--- config.mk ---
export PLATFORM = sky130hd
export DESIGN_NAME = pulpemu_rst_seq
export DESIGN_NICKNAME = d
export VERILOG_FILES = /design/src/rtl/pulpemu_rst_pkg.sv /design/src/rtl/pulpemu_rst_filter.sv /design/src/rtl/pulpemu_rst_seq.sv
export SDC_FILE = /design/constraint.sdc
export NUM_CORES = 1
export LEC_CHECK = 0
export ABC_AREA = 1
export CAP_MARGIN = 20
export CORE_MARGIN = 1
export CORE_UTILIZATION = 40
export CTS_BUF_LIST = sky130_fd_sc_hd__clkbuf_4 sky130_fd_sc_hd__clkbuf_8
export CTS_CLUSTER_DIAMETER = 80
export DETAILED_ROUTE_END_ITERATION = 10
export GPL_TIMING_DRIVEN = 1
export PLACE_DENSITY_LB_ADDON = 0.2
export REMOVE_ABC_BUFFERS = 1
export SLEW_MARGIN = 40
export SYNTH_ARGS = -nofsm -noshare
export SYNTH_HDL_FRONTEND = slang
export SYNTH_SLANG_ARGS = --single-unit
--- constraint.sdc ---
create_clock -name clk_i -period 7.6 [get_ports clk_i]
set_input_delay 1.52 -clock clk_i [delete_from_list [all_inputs] [get_ports clk_i]]
set_output_delay 1.52 -clock clk_i [all_outputs]
set_load 0.02 [all_outputs]
--- src/rtl/pulpemu_rst_pkg.sv ---
// Shared types and helpers for the emulation-top reset sequencer.
package pulpemu_rst_pkg;

    // Sequencer states: hold everything in reset, release domains one by one, run.
    typedef enum logic [1:0] {
        ST_HOLD    = 2'd0,
        ST_RELEASE = 2'd1,
        ST_RUN     = 2'd2
    } rst_state_e;

    // Cause bit offsets above the N_SRC per-source bits.
    localparam int CAUSE_LOCK = 0;
    localparam int CAUSE_POR  = 1;

    function automatic int max3(input int a, input int b, input int c);
        int m;
        m = a;
        if (b > m) m = b;
        if (c > m) m = c;
        return m;
    endfunction

    // One counter width wide enough for every delay count in the sequencer.
    function automatic int cnt_width(input int a, input int b, input int c);
        return $clog2(max3(a, b, c) + 1);
    endfunction

endpackage

--- src/rtl/pulpemu_rst_filter.sv ---
// One reset request line: 2-FF synchroniser, polarity normalisation and a
// deassertion debounce. Assertion passes straight through; release needs
// DEBOUNCE_CYCLES consecutive inactive synchronised samples.
module pulpemu_rst_filter #(
    parameter bit ACT_LOW         = 1'b0,
    parameter int DEBOUNCE_CYCLES = 50000,
    parameter int CNT_W           = 16
) (
    input  logic clk_i,
    input  logic rst_i,
    input  logic req_raw_i,
    output logic req_o
);

    // Raw pad level that means "requesting"; the synchroniser powers up there.
    localparam logic REQ_LVL = ACT_LOW ? 1'b0 : 1'b1;

    logic             sync_p0;
    logic             sync_p1;
    logic             req_sync;
    logic             held;
    logic [CNT_W-1:0] cnt;

    // Two-stage synchroniser for the asynchronous request pin.
    always_ff @(posedge clk_i or posedge rst_i) begin
        if (rst_i) begin
            sync_p0 <= REQ_LVL;
            sync_p1 <= REQ_LVL;
        end else begin
            sync_p0 <= req_raw_i;
            sync_p1 <= sync_p0;
        end
    end

    assign req_sync = sync_p1 ^ ACT_LOW;

    // Keep the request held until enough consecutive inactive samples are seen.
    always_ff @(posedge clk_i or posedge rst_i) begin
        if (rst_i) begin
            held <= 1'b1;
            cnt  <= '0;
        end else if (req_sync) begin
            held <= 1'b1;
            cnt  <= '0;
        end else if (held) begin
            if (cnt == CNT_W'(DEBOUNCE_CYCLES - 1)) begin
                held <= 1'b0;
                cnt  <= '0;
            end else begin
                cnt <= cnt + 1'b1;
            end
        end
    end

    // Active samples are forwarded without waiting for the held flop.
    assign req_o = req_sync | held;

endmodule

--- src/rtl/pulpemu_rst_seq.sv ---
// Reset sequencer for the FPGA emulation top: filters the pad requests and
// clock-lock loss, holds all domains in reset for a minimum time, releases the
// domains one at a time and records which request caused the last reset.
module pulpemu_rst_seq
    import pulpemu_rst_pkg::*;
#(
    parameter int               N_SRC           = 2,
    parameter logic [N_SRC-1:0] SRC_ACT_LOW     = 2'b10,
    parameter int               DEBOUNCE_CYCLES = 50000,
    parameter int               HOLD_CYCLES     = 16,
    parameter int               N_DOM           = 3,
    parameter int               STAGE_DELAY     = 8
) (
    input  logic               clk_i,
    input  logic               rst_i,
    input  logic [N_SRC-1:0]   src_i,
    input  logic               lock_i,
    input  logic               cause_clr_i,
    output logic [N_DOM-1:0]   rst_no,
    output logic               done_o,
    output logic [N_SRC+1:0]   cause_o
);

    localparam int CNT_W    = cnt_width(DEBOUNCE_CYCLES, HOLD_CYCLES, STAGE_DELAY);
    localparam int IDX_W    = (N_DOM > 1) ? $clog2(N_DOM) : 1;
    localparam int N_REQ    = N_SRC + 1;
    localparam int LOCK_BIT = N_SRC + CAUSE_LOCK;
    localparam int POR_BIT  = N_SRC + CAUSE_POR;
    localparam logic [N_SRC+1:0] CAUSE_RST = (N_SRC+2)'(1) << POR_BIT;

    logic [N_REQ-1:0] filt_req;
    logic [N_REQ-1:0] filt_q;
    logic [N_REQ-1:0] filt_rise;
    logic             any_req;
    logic [N_SRC+1:0] cause_n;

    rst_state_e       state_q;
    rst_state_e       state_n;
    logic [CNT_W-1:0] hold_cnt_q;
    logic [CNT_W-1:0] hold_cnt_n;
    logic [CNT_W-1:0] stage_cnt_q;
    logic [CNT_W-1:0] stage_cnt_n;
    logic [IDX_W-1:0] stage_idx_q;
    logic [IDX_W-1:0] stage_idx_n;
    logic [N_DOM-1:0] rst_no_n;
    logic             done_n;

    for (genvar gi = 0; gi < N_SRC; gi++) begin : g_src
        pulpemu_rst_filter #(
            .ACT_LOW         (SRC_ACT_LOW[gi]),
            .DEBOUNCE_CYCLES (DEBOUNCE_CYCLES),
            .CNT_W           (CNT_W)
        ) u_filt (
            .clk_i     (clk_i),
            .rst_i     (rst_i),
            .req_raw_i (src_i[gi]),
            .req_o     (filt_req[gi])
        );
    end

    // Lock loss is a request: the locked pin is treated as an active-low source.
    pulpemu_rst_filter #(
        .ACT_LOW         (1'b1),
        .DEBOUNCE_CYCLES (DEBOUNCE_CYCLES),
        .CNT_W           (CNT_W)
    ) u_lock_filt (
        .clk_i     (clk_i),
        .rst_i     (rst_i),
        .req_raw_i (lock_i),
        .req_o     (filt_req[LOCK_BIT])
    );

    assign any_req = |filt_req;

    // Sequencer state, counters and registered reset outputs.
    always_ff @(posedge clk_i or posedge rst_i) begin
        if (rst_i) begin
            state_q     <= ST_HOLD;
            hold_cnt_q  <= '0;
            stage_cnt_q <= '0;
            stage_idx_q <= '0;
            rst_no      <= '0;
            done_o      <= 1'b0;
        end else begin
            state_q     <= state_n;
            hold_cnt_q  <= hold_cnt_n;
            stage_cnt_q <= stage_cnt_n;
            stage_idx_q <= stage_idx_n;
            rst_no      <= rst_no_n;
            done_o      <= done_n;
        end
    end

    // Next state: any request drops back to HOLD; release is staged and monotonic.
    always_comb begin
        state_n     = state_q;
        hold_cnt_n  = hold_cnt_q;
        stage_cnt_n = stage_cnt_q;
        stage_idx_n = stage_idx_q;
        rst_no_n    = '0;
        done_n      = 1'b0;

        case (state_q)
            ST_HOLD: begin
                if (any_req) begin
                    hold_cnt_n = '0;
                end else if (hold_cnt_q == CNT_W'(HOLD_CYCLES)) begin
                    hold_cnt_n  = '0;
                    stage_cnt_n = '0;
                    stage_idx_n = '0;
                    state_n     = (N_DOM == 1) ? ST_RUN : ST_RELEASE;
                end else begin
                    hold_cnt_n = hold_cnt_q + 1'b1;
                end
            end
            ST_RELEASE: begin
                if (any_req) begin
                    state_n     = ST_HOLD;
                    hold_cnt_n  = '0;
                    stage_cnt_n = '0;
                    stage_idx_n = '0;
                end else if (stage_cnt_q == CNT_W'(STAGE_DELAY - 1)) begin
                    stage_cnt_n = '0;
                    stage_idx_n = stage_idx_q + 1'b1;
                    if (stage_idx_q == IDX_W'(N_DOM - 2)) begin
                        state_n = ST_RUN;
                    end
                end else begin
                    stage_cnt_n = stage_cnt_q + 1'b1;
                end
            end
            ST_RUN: begin
                if (any_req) begin
                    state_n     = ST_HOLD;
                    hold_cnt_n  = '0;
                    stage_cnt_n = '0;
                    stage_idx_n = '0;
                end
            end
            default: begin
                state_n     = ST_HOLD;
                hold_cnt_n  = '0;
                stage_cnt_n = '0;
                stage_idx_n = '0;
            end
        endcase

        for (int k = 0; k < N_DOM; k++) begin
            rst_no_n[k] = (state_n == ST_RUN) ||
                          ((state_n == ST_RELEASE) && (IDX_W'(k) <= stage_idx_n));
        end
        done_n = (state_n == ST_RUN);
    end

    // Previous filtered requests, for rising-edge detection into the cause register.
    always_ff @(posedge clk_i or posedge rst_i) begin
        if (rst_i) begin
            filt_q  <= '1;
            cause_o <= CAUSE_RST;
        end else begin
            filt_q  <= filt_req;
            cause_o <= cause_n;
        end
    end

    assign filt_rise = filt_req & ~filt_q;

    // Sticky cause bits: a new request edge overrides a simultaneous clear.
    always_comb begin
        cause_n = cause_clr_i ? '0 : cause_o;
        cause_n[N_REQ-1:0] = cause_n[N_REQ-1:0] | filt_rise;
    end

endmodule

==> results.ini, run 1 <==
[critical_path]
cp-start-kind = flip-flop
path_max_fanout = 2
crit_arrival_ns = 1.52
max_stage_delay_ns = 0.59
crit_slowest_cell = clkdlybuf4s50_1
cp.required_ns = 6.08
path_cells = clkdlybuf4s50_1
critical_path_class = flip-flop to output port
worstReg2RegEnd = rst_no[1]
path_buf_inv = 1
critical_path.top_delay_family = buffers and inverters
r2r_slack_ns = 4.93
r2r-start = g_src[1].u_filt.sync_p1
r2r_cells = 14
worst-path-stages = 1
crit_path_end_kind = output port

[logic_synthesis]
synth-seq-area-share = 0.450
synth_edf_count = 0
netlist.area_leader.share = 0.409
ys_async_sr_fraction = 1.00
ys_ff_latch = 104
synth_area_per_cell_um2 = 7.71
synthCells = 753
yosysTopAreaCell = dfrtp_1
synth_flop_cell = dfrtp_1
yosysWarningCount = 0
synth_cell_type_count = 40
netlist_top_cells_area = dfrtp_1 (41%), nand2_1 (10%), inv_1 (7.2%), nand3_1 (5.6%), nor2_1 (5.3%)
syn_area_mm2 = 0.00581

[timing]
tns_ns = 0
fmax_ghz = 0.329
hold_viol = 0
fin_skew_ns = 0.0133
post-route-period-util = 0.400
rsz0062_at_grt = no
drv_slew = 0
finalCriticalPeriod_ns = 3.04
relSlewSlack = 0.518
worst-slew-pin-transition_ns = 0.723
finalSetupViolCount = 0

[hold_path]
worstHoldStart = g_src[0].u_filt.sync_p0
hold_path_end = g_src[0].u_filt.req_sync
hp-class = flip-flop to flip-flop
hold_path_depth = 0

[power]
power.density_mw_per_mm2 = 153
peakVddDrop_mv = 0.0750
p_leak_nw = 2.75

[floorplan]
fp-row-count = 43
initial_utilization = 0.414
fp.dieArea_mm2 = 0.0150
chipHeight_um = 123
fp.dieW_um = 123
core_mm2 = 0.0140
pin_count = 14

[global_routing]
groute.usage.overall = 0.182
first_global_vias = 4777
grt_antenna_before_repair = 0
grt_max_degree = 81
overflow = 0
grt_pass1_wl_mm = 21.8

[cts]
post_cts_buffers = 0
clkTransAtPathRegs_ns = 0.11
cts.sinks = 104
htreeDepth = 3
cts.path.max_buffers = 2
cts_tree = done
cts_hold_buf = 0
cts_resized = 0
cts_buffers = 9
clk-insertion-delay-late_ns = 0.39
root_buffer = clkbuf_8

[finish]
final_common_cell = nand2_1
nets = 787
n_antenna_cell = 0
mostFrequentLayoutCells = nand2_1 (157), inv_1 (110), dfrtp_1 (95)
layout-drive-gt1-share = 0.0802
fin_util = 0.450
area_growth_pct = 8.81
fillers = 1369

[drt]
drtIter0Drc = 401
drt-vias-per-instance = 5.17
ant_nets = 0
wl_mm = 12.4
num_vias = 4926
drc_errors = 0
firstDrtPassIters = 5
wire_per_inst_um = 13.0

[placed_design]
port_buffers = 13
dpl.hpwl_mm = 8.84
routabilityCongestion = 0.819

[flow_run]
maxCapViolations = 0

[outcome]
status = complete, no violations

## layout make-up
cell class	instances	area (um2)	area share
inverter	116	438	0.0693
tap	180	225	0.0356
clock buffer	10	138	0.0218
clock inverter	6	75.1	0.0119
sequential	104	2610	0.414
multi-input combinational	522	2680	0.424
timing repair buffer	15	149	0.0236
## stage by stage
stage,worst slack [ns],power [mW],instances,hold slack [ns],cell area [um2]
global route,4.49,1.01,953,0.370,6320
global placement,4.35,0.602,937,0.350,6100
floorplan,3.36,0.592,742,0.331,5730
detailed placement,4.64,0.603,937,0.347,6110
CTS,4.53,0.981,953,0.363,6320
finish,4.56,0.966,953,0.363,6320
## per-layer routing
layer  routed length (um)  track usage
met1                 5980        0.232
met3                  425       0.0432
met2                 5820        0.308
met4                  157       0.0488
met5                    0            0
## synth_stat cells, types with 4 or more instances
master and n:
a21oi_1 23, buf_6 4, dfrtp_1 95, dfstp_2 9, ha_1 13, inv_1 111, inv_2 4, nand2_1 157
nand2_2 6, nand3_1 65, nand4_1 33, nor2_1 82, nor2_2 8, nor3_1 15, o21ai_0 36, o21ai_1 20
o22ai_1 18, xnor2_1 4, xor2_1 17
## power by group
| group | internal (mW) | total, mW | switching, mW |
|---|---|---|---|
| Sequential | 0.559 | 0.564 | 0.00510 |
| Clock | 0.166 | 0.375 | 0.210 |
| Combinational | 0.00780 | 0.0266 | 0.0188 |
| Total | 0.733 | 0.966 | 0.233 |
## sequential cells by signal, summed over array words and instances (netlist names)
name                   count
g_src.u_filt.cnt          32
hold_cnt_q                16
stage_cnt_q               16
u_lock_filt.cnt           16
cause_o                    4
filt_q                     3
rst_no                     3
g_src.u_filt.held          2
g_src.u_filt.sync_p0       2
stage_idx_q                2
state_q                    2
done_o                     1
g_src.u_filt.req_sync      1
g_src.u_filt.sync_p1       1
u_lock_filt.held           1
u_lock_filt.sync_p0        1
u_lock_filt.sync_p1        1
## how the worst max path moves through the flow
stage	start	to	slack, ns
6_report	cause_o[3]	cause_o[3]	4.56
5_1_grt	cause_o[3]	cause_o[3]	4.49
4_1_cts	cause_o[3]	cause_o[3]	4.53
3_5_place_dp	rst_i	g_src[1].u_filt.cnt[7]	4.64
3_3_place_gp	rst_i	g_src[0].u_filt.cnt[8]	4.35
2_1_floorplan	rst_i	cause_o[0]	3.36
## cells by family (layout without fill, tap and decap cells)
family          Yosys count  in the layout  share of synthesized area
flops                   104            104                      0.450
simple gates            379            379                      0.295
compound gates          109            109                      0.107
fa+ha+maj                13             13                     0.0280
xor+xnor                 21             21                     0.0317
buf+inv                 127            147                     0.0883
No activity file was read; power rests on OpenSTA's default activity.
==> run 2: changes to the inputs <==
clock period = 2.5 ns   (was 7.6 ns; I/O delays follow)
==> run 2 against run 1 <==
Compared with the run above:
- critical path depth grew 12
- power grew to 3.0 times the previous value
- die area is the same
- critical endpoint is now rst_no[1]
- non-clock buffer count grew 6
- largest power group unchanged
- first-iteration DRC count grew 20%
- sequential share of layout area shrank 0.26 points
- critical path type is now flip-flop to flip-flop
==> results.ini, run 2 (synthesized netlist as in run 1, its figures left out) <==
[drt]
wire_per_inst_um = 12.6  ; -2.9%
ant_nets = 0  ; unchanged
firstDrtPassIters = 5  ; unchanged
drc_errors = 0  ; unchanged
drt-vias-per-instance = 5.11  ; -1.1%
drtIter0Drc = 480  ; +20%
wl_mm = 12.1  ; -2.3%
num_vias = 4901  ; -0.51%

[finish]
area_growth_pct = 9.50
mostFrequentLayoutCells = nand2_1 (157), inv_1 (110), dfrtp_1 (95)
n_antenna_cell = 0  ; unchanged
fillers = 1367  ; -0.15%
fin_util = 0.453  ; +0.00285
largest_reg_flops = 32  ; unchanged
nets = 793  ; +0.76%
final_common_cell = nand2_1
regMostFlops = g_src.u_filt.cnt
layout-drive-gt1-share = 0.0873  ; +0.00708

[power]
power.density_mw_per_mm2 = 450  ; +190%
p_total_mw = 2.86  ; +200%
p_leak_nw = 2.77  ; +0.88%
peakVddDrop_mv = 0.333  ; +340%

[floorplan]
fp.dieW_um = 123  ; unchanged
fp.dieArea_mm2 = 0.0150  ; unchanged
chipHeight_um = 123  ; unchanged
fp-row-count = 43  ; unchanged
initial_utilization = 0.414  ; unchanged
pin_count = 14  ; unchanged
core_mm2 = 0.0140  ; unchanged

[global_routing]
first_global_vias = 4818  ; +0.86%
grt_pass1_wl_mm = 21.7  ; -0.45%
grt_antenna_before_repair = 0  ; unchanged
overflow = 0  ; unchanged
grt_max_degree = 67  ; -17%
groute.usage.overall = 0.183  ; +0.000337

[critical_path]
crit_path_end_kind = flip-flop
r2r_cells = 13  ; -1
cp.required_ns = 2.76  ; -3.32 ns
crit_arrival_ns = 2.33  ; +0.81 ns
cp-start-kind = flip-flop
critical_path_class = flip-flop to flip-flop
path_max_fanout = 9  ; +7

[timing]
drv_slew = 0  ; unchanged
whs_ns = 0.376  ; +0.0131 ns
post-route-period-util = 0.827
fmax_ghz = 0.484
rsz0062_at_grt = no
finalCriticalPeriod_ns = 2.07
finalSetupViolCount = 0  ; unchanged
worst-slew-pin-transition_ns = 0.702  ; -0.0216 ns
fin_skew_ns = 0.0131  ; -0.000233 ns
hold_viol = 0  ; unchanged
relSlewSlack = 0.529  ; +0.0108

[flow_run]
maxCapViolations = 0  ; unchanged

[cts]
cts_tree = done
cts_buffers = 9  ; unchanged
htreeDepth = 3  ; unchanged
post_cts_buffers = 0  ; unchanged
cts_resized = 0  ; unchanged
cts_hold_buf = 0  ; unchanged
cts.path.max_buffers = 2  ; unchanged
root_buffer = clkbuf_8
cts.sinks = 104  ; unchanged
clkTransAtPathRegs_ns = 0.10  ; about the same
clk-insertion-delay-late_ns = 0.38  ; about the same

[hold_path]
hp-class = input port to asynchronous set/reset pin

[placed_design]
routabilityCongestion = 0.894  ; +9.2%
dpl.hpwl_mm = 8.96  ; +1.3%
port_buffers = 13  ; unchanged

[outcome]
status = complete, no violations

[run 2: cell types whose count changed in the layout (fill, tap and decap cells not counted)]
cell / previous run / this run
clkinv_2: 0 / 1
buf_6: 1 / 0
clkinv_4: 2 / 1
clkbuf_8: 10 / 9
buf_12: 0 / 1
clkbuf_4: 0 / 1
buf_4: 1 / 7
inv_8: 1 / 0
clkinvlp_4: 1 / 2
[run 2: report_power, final]
group	internal (mW)	leakage [nW]	switching, mW
Sequential	1.70	1.41	0.0157
Clock	0.478	0.0963	0.585
Combinational	0.0286	1.27	0.0581
Total	2.21	2.77	0.659
[run 2: final timing paths]
path,startpoint,slack (ns),to
setup / recovery,g_src[0].u_filt.held,0.43,rst_no[1]
hold / removal,rst_i,0.38,hold_cnt_q[2]
setup reg to reg,g_src[0].u_filt.held,0.43,rst_no[1]
hold reg to reg,g_src[0].u_filt.sync_p0,0.38,g_src[0].u_filt.req_sync
max in group asynchronous,rst_i,1.49,cause_o[3]
min in group clk_i,g_src[0].u_filt.sync_p0,0.38,g_src[0].u_filt.req_sync
[run 2: layout make-up]
cell class | instances | area [um2] | share of cell area
Sequential cell | 104 | 2610 | 0.411
Tap cell | 180 | 225 | 0.0354
Clock buffer | 10 | 131 | 0.0207
Multi-Input combinational cell | 522 | 2680 | 0.422
Clock inverter | 6 | 67.6 | 0.0106
Inverter | 116 | 438 | 0.0689
Timing Repair Buffer | 21 | 203 | 0.0319
[run 2: worst max-delay path, stage by stage (launching register included)]
cell and delay (ns):
dfstp_2 0.40, nor2_4 0.23, nand2_2 0.11, nor2_4 0.23
inv_2 0.09, nor2_4 0.13, inv_2 0.07, nand2_4 0.06
nor2_1 0.04, nor2_2 0.15, inv_1 0.06, ha_1 0.19
nand3_1 0.10, nand3_1 0.09
[run 2: per-stage QoR]
step	setup WS (ns)	setup TNS, ns	std cells	cell area [um2]
after global placement	0.492	0	943	6160
final	0.434	0	959	6360
after CTS	0.397	0	959	6360
after floorplan	-0.717	-68.18	742	5730
after global routing	0.180	0	959	6360
after detailed placement	0.421	0	943	6160
[run 2: per-layer routing]
metal  global-route usage  vias to the layer above  part of all wire
li1                     -                     2507                 -
met5                    0                        -                 0
met4               0.0671                        0             0.016
met3               0.0400                       14             0.035
met1                0.239                     2303              0.48
met2                0.295                       77              0.47
